**src/rtl/cam_capture_pkg.sv**
```systemverilog
// Shared image parameters for the camera capture and processing stages.
// Holds frame geometry, decimation factor, buffer widths and FSM encodings.
package cam_capture_pkg;

  localparam int unsigned cam_in_cols  = 640;
  localparam int unsigned cam_in_rows  = 480;
  localparam int unsigned img_cols     = 80;
  localparam int unsigned img_rows     = 60;
  localparam int unsigned img_dec      = 8;
  localparam int unsigned img_dec_bits = $clog2(img_dec);
  localparam int unsigned nb_img_pxls  = 13;
  localparam int unsigned nb_buf       = 12;

  typedef logic [1:0] state_t;

  localparam state_t S_IDLE   = 2'd0;
  localparam state_t S_VSYNC  = 2'd1;
  localparam state_t S_ACTIVE = 2'd2;

endpackage

```
**src/rtl/cam_capture_if.sv**
```systemverilog
// Camera byte stream plus frame-buffer write port of the capture stage.
// master drives the camera side and reads writes back; slave is the capture block.
interface cam_capture_if;
  import cam_capture_pkg::*;

  logic                   cap_en;
  logic                   cam_pclk;
  logic                   cam_vsync;
  logic                   cam_href;
  logic [7:0]             cam_data;
  logic                   cap_we;
  logic [nb_img_pxls-1:0] cap_addr;
  logic [nb_buf-1:0]      cap_pxl;
  logic                   frame_done;

  modport master (
    output cap_en, cam_pclk, cam_vsync, cam_href, cam_data,
    input  cap_we, cap_addr, cap_pxl, frame_done
  );

  modport slave (
    input  cap_en, cam_pclk, cam_vsync, cam_href, cam_data,
    output cap_we, cap_addr, cap_pxl, frame_done
  );

endinterface

```
**src/rtl/cam_sync.sv**
```systemverilog
// Two-flop synchroniser for the camera pins plus pclk/vsync/href edge detection.
// Data travels with pclk so it is aligned to the detected pclk rise.
module cam_sync (
  input  logic       clk,
  input  logic       rst,
  input  logic       pclk_i,
  input  logic       vsync_i,
  input  logic       href_i,
  input  logic [7:0] data_i,
  output logic       pclk_rise_o,
  output logic       vsync_o,
  output logic       vsync_rise_o,
  output logic       vsync_fall_o,
  output logic       href_o,
  output logic       href_fall_o,
  output logic [7:0] data_o
);

  logic [10:0] meta_q;
  logic [10:0] sync_q;
  logic [2:0]  prev_q;

  always_ff @(posedge clk or negedge rst) begin
    if (!rst) begin
      meta_q <= '0;
      sync_q <= '0;
      prev_q <= '0;
    end else begin
      meta_q <= {pclk_i, vsync_i, href_i, data_i};
      sync_q <= meta_q;
      prev_q <= sync_q[10:8];
    end
  end

  assign vsync_o      = sync_q[9];
  assign href_o       = sync_q[8];
  assign data_o       = sync_q[7:0];
  assign pclk_rise_o  =  sync_q[10] & ~prev_q[2];
  assign vsync_rise_o =  sync_q[9]  & ~prev_q[1];
  assign vsync_fall_o = ~sync_q[9]  &  prev_q[1];
  assign href_fall_o  = ~sync_q[8]  &  prev_q[0];

endmodule

```
**src/rtl/cam_capture.sv**
```systemverilog
// Captures an RGB565 camera frame, decimates 8x8 and writes RGB444 pixels
// to a frame buffer at sequential addresses.
module cam_capture
  import cam_capture_pkg::*;
#(
  parameter int unsigned c_in_cols     = cam_in_cols,
  parameter int unsigned c_in_rows     = cam_in_rows,
  parameter int unsigned c_img_cols    = img_cols,
  parameter int unsigned c_img_rows    = img_rows,
  parameter int unsigned c_nb_img_pxls = nb_img_pxls,
  parameter int unsigned c_nb_buf      = nb_buf
) (
  input logic          clk,
  input logic          rst,
  cam_capture_if.slave bus
);

  localparam int unsigned ColW  = $clog2(c_in_cols);
  localparam int unsigned LineW = $clog2(c_in_rows);
  localparam logic [ColW-1:0]          ColMax  = ColW'(c_in_cols - 1);
  localparam logic [LineW-1:0]         LineMax = LineW'(c_in_rows - 1);
  localparam logic [c_nb_img_pxls-1:0] AddrMax = c_nb_img_pxls'(c_img_cols * c_img_rows - 1);

  logic       pclk_rise, vsync_s, vsync_rise, vsync_fall, href_s, href_fall;
  logic [7:0] data_s;

  cam_sync u_sync (
    .clk          (clk),
    .rst          (rst),
    .pclk_i       (bus.cam_pclk),
    .vsync_i      (bus.cam_vsync),
    .href_i       (bus.cam_href),
    .data_i       (bus.cam_data),
    .pclk_rise_o  (pclk_rise),
    .vsync_o      (vsync_s),
    .vsync_rise_o (vsync_rise),
    .vsync_fall_o (vsync_fall),
    .href_o       (href_s),
    .href_fall_o  (href_fall),
    .data_o       (data_s)
  );

  state_t                   state_q, state_d;
  logic [ColW-1:0]          col_q;
  logic [LineW-1:0]         line_q;
  logic                     tog_q;
  logic [6:0]               byte1_q;
  logic [c_nb_img_pxls-1:0] addr_q;
  logic                     we_q;
  logic [c_nb_buf-1:0]      pxl_q;
  logic                     done_q;
  logic                     active, enter, byte_en, store;

  always_comb begin
    state_d = state_q;
    case (state_q)
      S_IDLE:   if (bus.cap_en && vsync_s) state_d = S_VSYNC;
      S_VSYNC:  if (vsync_fall) state_d = S_ACTIVE;
      S_ACTIVE: if (vsync_rise) state_d = bus.cap_en ? S_VSYNC : S_IDLE;
      default:  state_d = S_IDLE;
    endcase
  end

  assign active  = (state_q == S_ACTIVE);
  assign enter   = (state_q == S_VSYNC) && vsync_fall;
  assign byte_en = active && pclk_rise && href_s;
  // Second byte of a pixel on a column and line that survive 8x8 decimation.
  assign store   = byte_en && tog_q && (col_q[img_dec_bits-1:0] == '0) &&
                   (line_q[img_dec_bits-1:0] == '0) && (addr_q <= AddrMax);

  always_ff @(posedge clk or negedge rst) begin
    if (!rst) begin
      state_q <= S_IDLE;
      col_q   <= '0;
      line_q  <= '0;
      tog_q   <= 1'b0;
      byte1_q <= '0;
      addr_q  <= '0;
      we_q    <= 1'b0;
      pxl_q   <= '0;
      done_q  <= 1'b0;
    end else begin
      state_q <= state_d;
      we_q    <= store;
      done_q  <= active && vsync_rise;
      if (store) pxl_q <= {byte1_q, data_s[7], data_s[4:1]};
      if (enter) begin
        col_q  <= '0;
        line_q <= '0;
        tog_q  <= 1'b0;
        addr_q <= '0;
      end else begin
        // Address advances in the write cycle so cap_addr matches cap_we.
        if (we_q) addr_q <= addr_q + 1'b1;
        if (active && href_fall) begin
          col_q <= '0;
          tog_q <= 1'b0;
          if (line_q != LineMax) line_q <= line_q + 1'b1;
        end else if (byte_en) begin
          tog_q <= ~tog_q;
          if (!tog_q) byte1_q <= {data_s[7:4], data_s[2:0]};
          else if (col_q != ColMax) col_q <= col_q + 1'b1;
        end
      end
    end
  end

  assign bus.cap_we     = we_q;
  assign bus.cap_addr   = addr_q;
  assign bus.cap_pxl    = pxl_q;
  assign bus.frame_done = done_q;

endmodule

```
**src/flat_wrapper.sv**
```systemverilog
// flat-port wrapper written by rule: the top's interface ports become plain ports
module cam_capture_flat import cam_capture_pkg::*;
#(
  parameter int unsigned c_in_cols     = cam_in_cols,
  parameter int unsigned c_in_rows     = cam_in_rows,
  parameter int unsigned c_img_cols    = img_cols,
  parameter int unsigned c_img_rows    = img_rows,
  parameter int unsigned c_nb_img_pxls = nb_img_pxls,
  parameter int unsigned c_nb_buf      = nb_buf
)
  (clk, rst, bus_cap_en, bus_cam_pclk, bus_cam_vsync, bus_cam_href, bus_cam_data, bus_cap_we, bus_cap_addr, bus_cap_pxl, bus_frame_done);
  cam_capture_if bus_i ();
  input logic clk;
  input logic rst;
  input wire logic [$bits(bus_i.cap_en)-1:0] bus_cap_en;
  input wire logic [$bits(bus_i.cam_pclk)-1:0] bus_cam_pclk;
  input wire logic [$bits(bus_i.cam_vsync)-1:0] bus_cam_vsync;
  input wire logic [$bits(bus_i.cam_href)-1:0] bus_cam_href;
  input wire logic [$bits(bus_i.cam_data)-1:0] bus_cam_data;
  output wire logic [$bits(bus_i.cap_we)-1:0] bus_cap_we;
  output wire logic [$bits(bus_i.cap_addr)-1:0] bus_cap_addr;
  output wire logic [$bits(bus_i.cap_pxl)-1:0] bus_cap_pxl;
  output wire logic [$bits(bus_i.frame_done)-1:0] bus_frame_done;
  assign bus_i.cap_en = bus_cap_en;
  assign bus_i.cam_pclk = bus_cam_pclk;
  assign bus_i.cam_vsync = bus_cam_vsync;
  assign bus_i.cam_href = bus_cam_href;
  assign bus_i.cam_data = bus_cam_data;
  assign bus_cap_we = bus_i.cap_we;
  assign bus_cap_addr = bus_i.cap_addr;
  assign bus_cap_pxl = bus_i.cap_pxl;
  assign bus_frame_done = bus_i.frame_done;
  cam_capture #(.c_in_cols(c_in_cols), .c_in_rows(c_in_rows), .c_img_cols(c_img_cols), .c_img_rows(c_img_rows), .c_nb_img_pxls(c_nb_img_pxls), .c_nb_buf(c_nb_buf)) u_core (.clk(clk), .rst(rst), .bus(bus_i));
endmodule
```
**config.mk**
```make
export PLATFORM = sky130hd
export DESIGN_NAME = cam_capture_flat
export DESIGN_NICKNAME = d
export VERILOG_FILES = /design/src/rtl/cam_capture_pkg.sv /design/src/rtl/cam_capture_if.sv /design/src/rtl/cam_sync.sv /design/src/rtl/cam_capture.sv /design/src/flat_wrapper.sv
export SDC_FILE = /design/constraint.sdc
export NUM_CORES = 1
export LEC_CHECK = 0
export ABC_CLOCK_PERIOD_IN_PS = 6550
export CORE_UTILIZATION = 55
export DETAILED_ROUTE_END_ITERATION = 12
export GPL_ROUTABILITY_DRIVEN = 0
export HOLD_SLACK_MARGIN = 0.05
export PLACE_DENSITY = 0.75
export SLEW_MARGIN = 20
export SYNTH_ARGS = -nofsm -noshare
export SYNTH_HDL_FRONTEND = slang
export SYNTH_SLANG_ARGS = --single-unit
```
**constraint.sdc**
```tcl
create_clock -name clk -period 6.55 [get_ports clk]
set_input_delay 0.9825 -clock clk [delete_from_list [all_inputs] [get_ports clk]]
set_output_delay 0.9825 -clock clk [all_outputs]
set_load 0.05 [all_outputs]
```
# Word level (Yosys, flattened, before mapping)
# Index checks and enable logic that the tools add are counted.
# word_totals
regBits	81
out_inout_bits	27
input_bits	14
# classes
bitwise_logic	11
eq_ne	7
add_sub_neg	3
reduce_logical	23
mux	18
order_cmp	1
# ops
operator	n
$mux 10	5
$mux 9	3
$mux 13	2
$add 13x1->13 const B	1
$le 13x13->1 const B	1
$add 10x1->10 const B	1
$logic_and 1x1->1	10
$ne 10x10->1 const B	1
$add 9x1->9 const B	1
$ne 9x9->1 const B	1
$reduce_bool 3->1	3
$not 1->1	7
$logic_not 3->1	2
$mux 2	3
$ne 2x1->1 const B	3
$pmux 2 s3	1
$reduce_and 3->1	2
$reduce_bool 2->1	3
$and 1x1->1	4
$mux 1	4
$reduce_and 4->1	1
$eq 2x1->1 const B	1
$eq 2x2->1 const B	1
$logic_not 2->1	1
$reduce_and 2->1	1

# Logic depth before layout (Yosys ltp)
# depth
word_depth	8
ltp_mapped	7
ltp_nobuf	6

# Hierarchy
# From an unflattened synthesis, not the netlist that was laid out.
# hier_totals
cells_unflattened	276
area_unflattened_um2	3364.5
# by_module_without_submodules
mod	area_per_inst_um2	seq_area_each_um2	n_inst	cells_each
cam_capture	2651.3	1401.3	1	239
cam_sync	713.2	625.6	1	37

# Worst setup path before layout
# Ideal clock, no wire load.
# synth_path
kind	register to register
startpoint	reg u_core.addr_q[2] (netlist: u_core.bus.cap_addr[2])
endpoint	reg u_core.pxl_q[10] (netlist: u_core.bus.cap_pxl[10])
path_buffers	1
arrival_ns	2.646
setup_time_ns	0.125
stages_incl_launch_ff	7
path_slack_ns	3.779
cell_sequence	dfrtp_1 -> nand4_2 -> or4_4 -> or4b_4 -> a31oi_4 -> buf_12 -> mux2_4
# synth_between
elab_chain_len	2
# synth_lines
element	line_no	text
start: declaration	cam_capture.sv:48	logic [c_nb_img_pxls-1:0] addr_q;
start signal: assignment	cam_capture.sv:94	if (we_q) addr_q <= addr_q + 1'b1;
$le 13x13->1	cam_capture.sv:69	(line_q[img_dec_bits-1:0] == '0) && (addr_q <= AddrMax);
$logic_and 1x1->1	cam_capture.sv:69	
via u_core.store	cam_capture.sv:52	logic active, enter, byte_en, store;
end signal: assignment	cam_capture.sv:86	if (store) pxl_q <= {byte1_q, data_s[7], data_s[4:1]};
end: declaration	cam_capture.sv:50	logic [c_nb_buf-1:0] pxl_q;
# The timed path passes the listed nets, and every way through them passes these cells.
# A chain may end at the register's enable or synchronous reset.

# Worst setup path after layout
# layout_path
startpoint	reg u_core.addr_q[8] (netlist: u_core.bus.cap_addr[8])
endpoint	out bus_cap_addr[8]
# layout_rtl
element	line_no	text
end: declaration	flat_wrapper.sv:21	output wire logic [$bits(bus_i.cap_addr)-1:0] bus_cap_addr;
# No word-level cell between the ends.

==> flow_metrics.py <==
metrics = {
    "finish": {
        "drive_above_1_share": 0.1456,
        "area_delta_synth_final_pct": 19.59,
        "diodes": 0,
        "num-nets-final": 323,
    },
    "run_status": {
        "outcome": "completed",
    },
    "synth": {
        "ys_ff_latch": 81,
        "yosys-top-cells-area": "dfrtp_1, mux2_4, xor2_1",
        "postSynthAreaPerCell_um2": 12.73,
        "synth.yosys.seq_area_share": 0.6102,
        "ys_async_sr_fraction": 1.000,
        "postSynthCellCount": 261,
        "synth.most_common_cell": "dfrtp_1",
        "ys.flop_type": "dfrtp_1",
        "synth_common_cells": "dfrtp_1, nor2_1, nand2_1",
        "synth_top_area_frac": 0.6102,
        "synth_edf_count": 0,
        "yosys_warnings": 0,
        "yosysTopAreaCell": "dfrtp_1",
        "synth.distinct_cells": 41,
        "syn_area_um2": 3322,
        "synth_nets": 280,
    },
    "drt": {
        "wl_per_cell_um": 14.84,
        "vias": 2062,
        "viasPerCell": 5.412,
        "dr.first_iter.drc_count": 68,
        "ant_nets": 0,
        "drc": 0,
        "first_pass_iters": 4,
        "wirelength_mm": 5.653,
    },
    "cts": {
        "clk_path_buf_depth": 2,
        "cts_hold_buf": 0,
        "cts_resized": 0,
        "root_buffer": "clkbuf_8",
        "clock-sinks": 81,
        "clk_latency_ps": 350,
        "cts_tree": "yes",
        "htreeDepth": 3,
        "cts_setup_buffers": 0,
        "path_clk_slew_ps": 80,
        "cts_buffers": 9,
    },
    "place": {
        "io_buffers": 40,
        "dp_hpwl_mm": 3.773,
    },
    "run": {
        "cap_viol_max_count": 0,
    },
    "power_and_ir_drop": {
        "power_mw": 1.020,
        "powerDensity_nw_per_um2": 256.8,
        "ir_drop_uv": 211.1,
        "leakage_nw": 1.808,
    },
    "timing": {
        "max-slew-margin-rel": 0.5251,
        "maxSlewViolCount": 0,
        "rsz0062_at_grt": "no",
        "tns_ps": 0,
        "fin_crit_sh": 0.4118,
        "clock-skew-final_ps": 13.93,
        "fmax_mhz": 370.7,
        "setup_viol_count_final": 0,
        "hold_violations": 0,
        "period_minus_slack_ps": 2698,
        "worst_slew_pin_slew_ps": 710.9,
    },
    "setup_path": {
        "regToRegSetupSlack_ps": 3870,
        "critPathBufInv": 1,
        "path_class": "reg -> out",
        "crit_path_top_delay_cell": "clkdlybuf4s50_1",
        "crit_chain": "clkdlybuf4s50_1",
        "cp_slowest_stage_delay_ps": 860,
        "startpoint_type": "flip-flop",
        "crit_family": "buffers and inverters",
        "cp_max_fo": 8,
        "critPathArrivalTime_ps": 1720,
        "end_kind": "output pin",
        "required_ps": 5570,
    },
    "global_route": {
        "grt_pass1_wl_mm": 9.853,
        "gr-total-overflow": 0,
        "grt_max_degree": 82,
        "grt_pass1_vias": 2171,
        "grt_usage": 0.2091,
        "antenna_found_initial": 0,
    },
    "floorplanning": {
        "design.core.area_um2": 5675,
        "die_x_um": 79.72,
        "start_util": 0.5853,
        "die_h_um": 79.72,
        "ios": 41,
        "dieArea_um2": 6354,
        "rows": 27,
    },
    "worst_hold_path": {
        "hold_path.class": "reg -> reg",
    },
}
-- final timing paths --
kind                            depth (start not counted)                                 end                          startpoint
worst max-delay path                                    1                     bus_cap_addr[8]  u_core.bus.cap_addr[8]$_DFFE_PN0P_
worst min-delay path                                    0   u_core.u_sync.sync_q[3]$_DFF_PN0_   u_core.u_sync.meta_q[3]$_DFF_PN0_
worst max register to register                          5   u_core.bus.cap_pxl[0]$_DFFE_PN0P_  u_core.bus.cap_addr[2]$_DFFE_PN0P_
worst min register to register                          0   u_core.u_sync.sync_q[3]$_DFF_PN0_   u_core.u_sync.meta_q[3]$_DFF_PN0_
max in group asynchronous                               1  u_core.bus.cap_addr[3]$_DFFE_PN0P_                                 rst
min in group asynchronous                               1   u_core.u_sync.sync_q[8]$_DFF_PN0_                                 rst
-- routing by layer --
metal  vias to the layer above  track usage  share of wire
met5                         -            0              0
met3                        11      0.04457          0.037
met1                      1032       0.2617           0.46
met2                        35       0.3291           0.48
li1                        984            -              -
met4                         0       0.1327          0.023
-- layout make-up --
cell class | count | area [um2]
Fill cell | 427 | 1703
Inverter | 5 | 18.77
Multi-Input combinational cell | 166 | 1241
Clock buffer | 10 | 137.6
Tap cell | 72 | 90.09
Timing Repair Buffer | 41 | 409.1
Sequential cell | 81 | 2027
Clock inverter | 6 | 48.80
-- power breakdown --
part	switching (mW)	internal (mW)
sequential	0.0317	0.542
clock	0.187	0.153
combinational	0.0535	0.0528
-- sequential cells by signal, indices dropped and copies added, names as in the netlist --
name	flops
u_core.bus.cap_addr	13
u_core.bus.cap_pxl	12
u_core.bus.cap_we	1
u_core.u_sync.meta_q	11
u_core.u_sync.sync_q	11
u_core.byte1_q	7
u_core.u_sync.prev_q	3
u_core.tog_q	1
u_core.state_q	2
u_core.line_q	9
u_core.bus.frame_done	1
u_core.col_q	10
-- cells by family after synthesis --
logic type      synth area share
fa+ha+maj                0.01883
simple gates              0.1661
mux                      0.09002
xor+xnor                 0.06064
compound gates           0.03353
flops                     0.6102
buf+inv                  0.02072
-- through the flow --
step | hold WS [ps] | utilization | instances | setup slack, ps | area, um2
after floorplan | 331.2 | - | 261 | 3779 | 3322
after global placement | 332.4 | 0.6664 | 365 | 3900 | 3782
after detailed placement | 335.6 | 0.6664 | 365 | 3849 | 3782
after CTS | 354.1 | 0.6993 | 381 | 3829 | 3969
after global routing | 363.5 | 0.7000 | 381 | 3748 | 3973
final | 352.5 | 0.7000 | 381 | 3852 | 3973
-- cells in the final DEF, fill, tap and decap left out, drive strengths merged, types with 2 or more instances in the layout --
master and count:
dfrtp 81, nor4 3, nand2 21, nand2b 3, buf 2, o21ai 5
xnor2 9, nand3 8, a21oi 2, nor3 4, nand4 10, clkdlybuf4s50 39
and2 2, mux2 20, and4 2, clkinv 3, nor2b 3, inv 8
clkbuf 10, or2 2, nor4bb 4, and3 4, nor4b 3, nor2 25
mux2i 4, xor2 14, ha 5
Power figures use the tool's default switching activity.
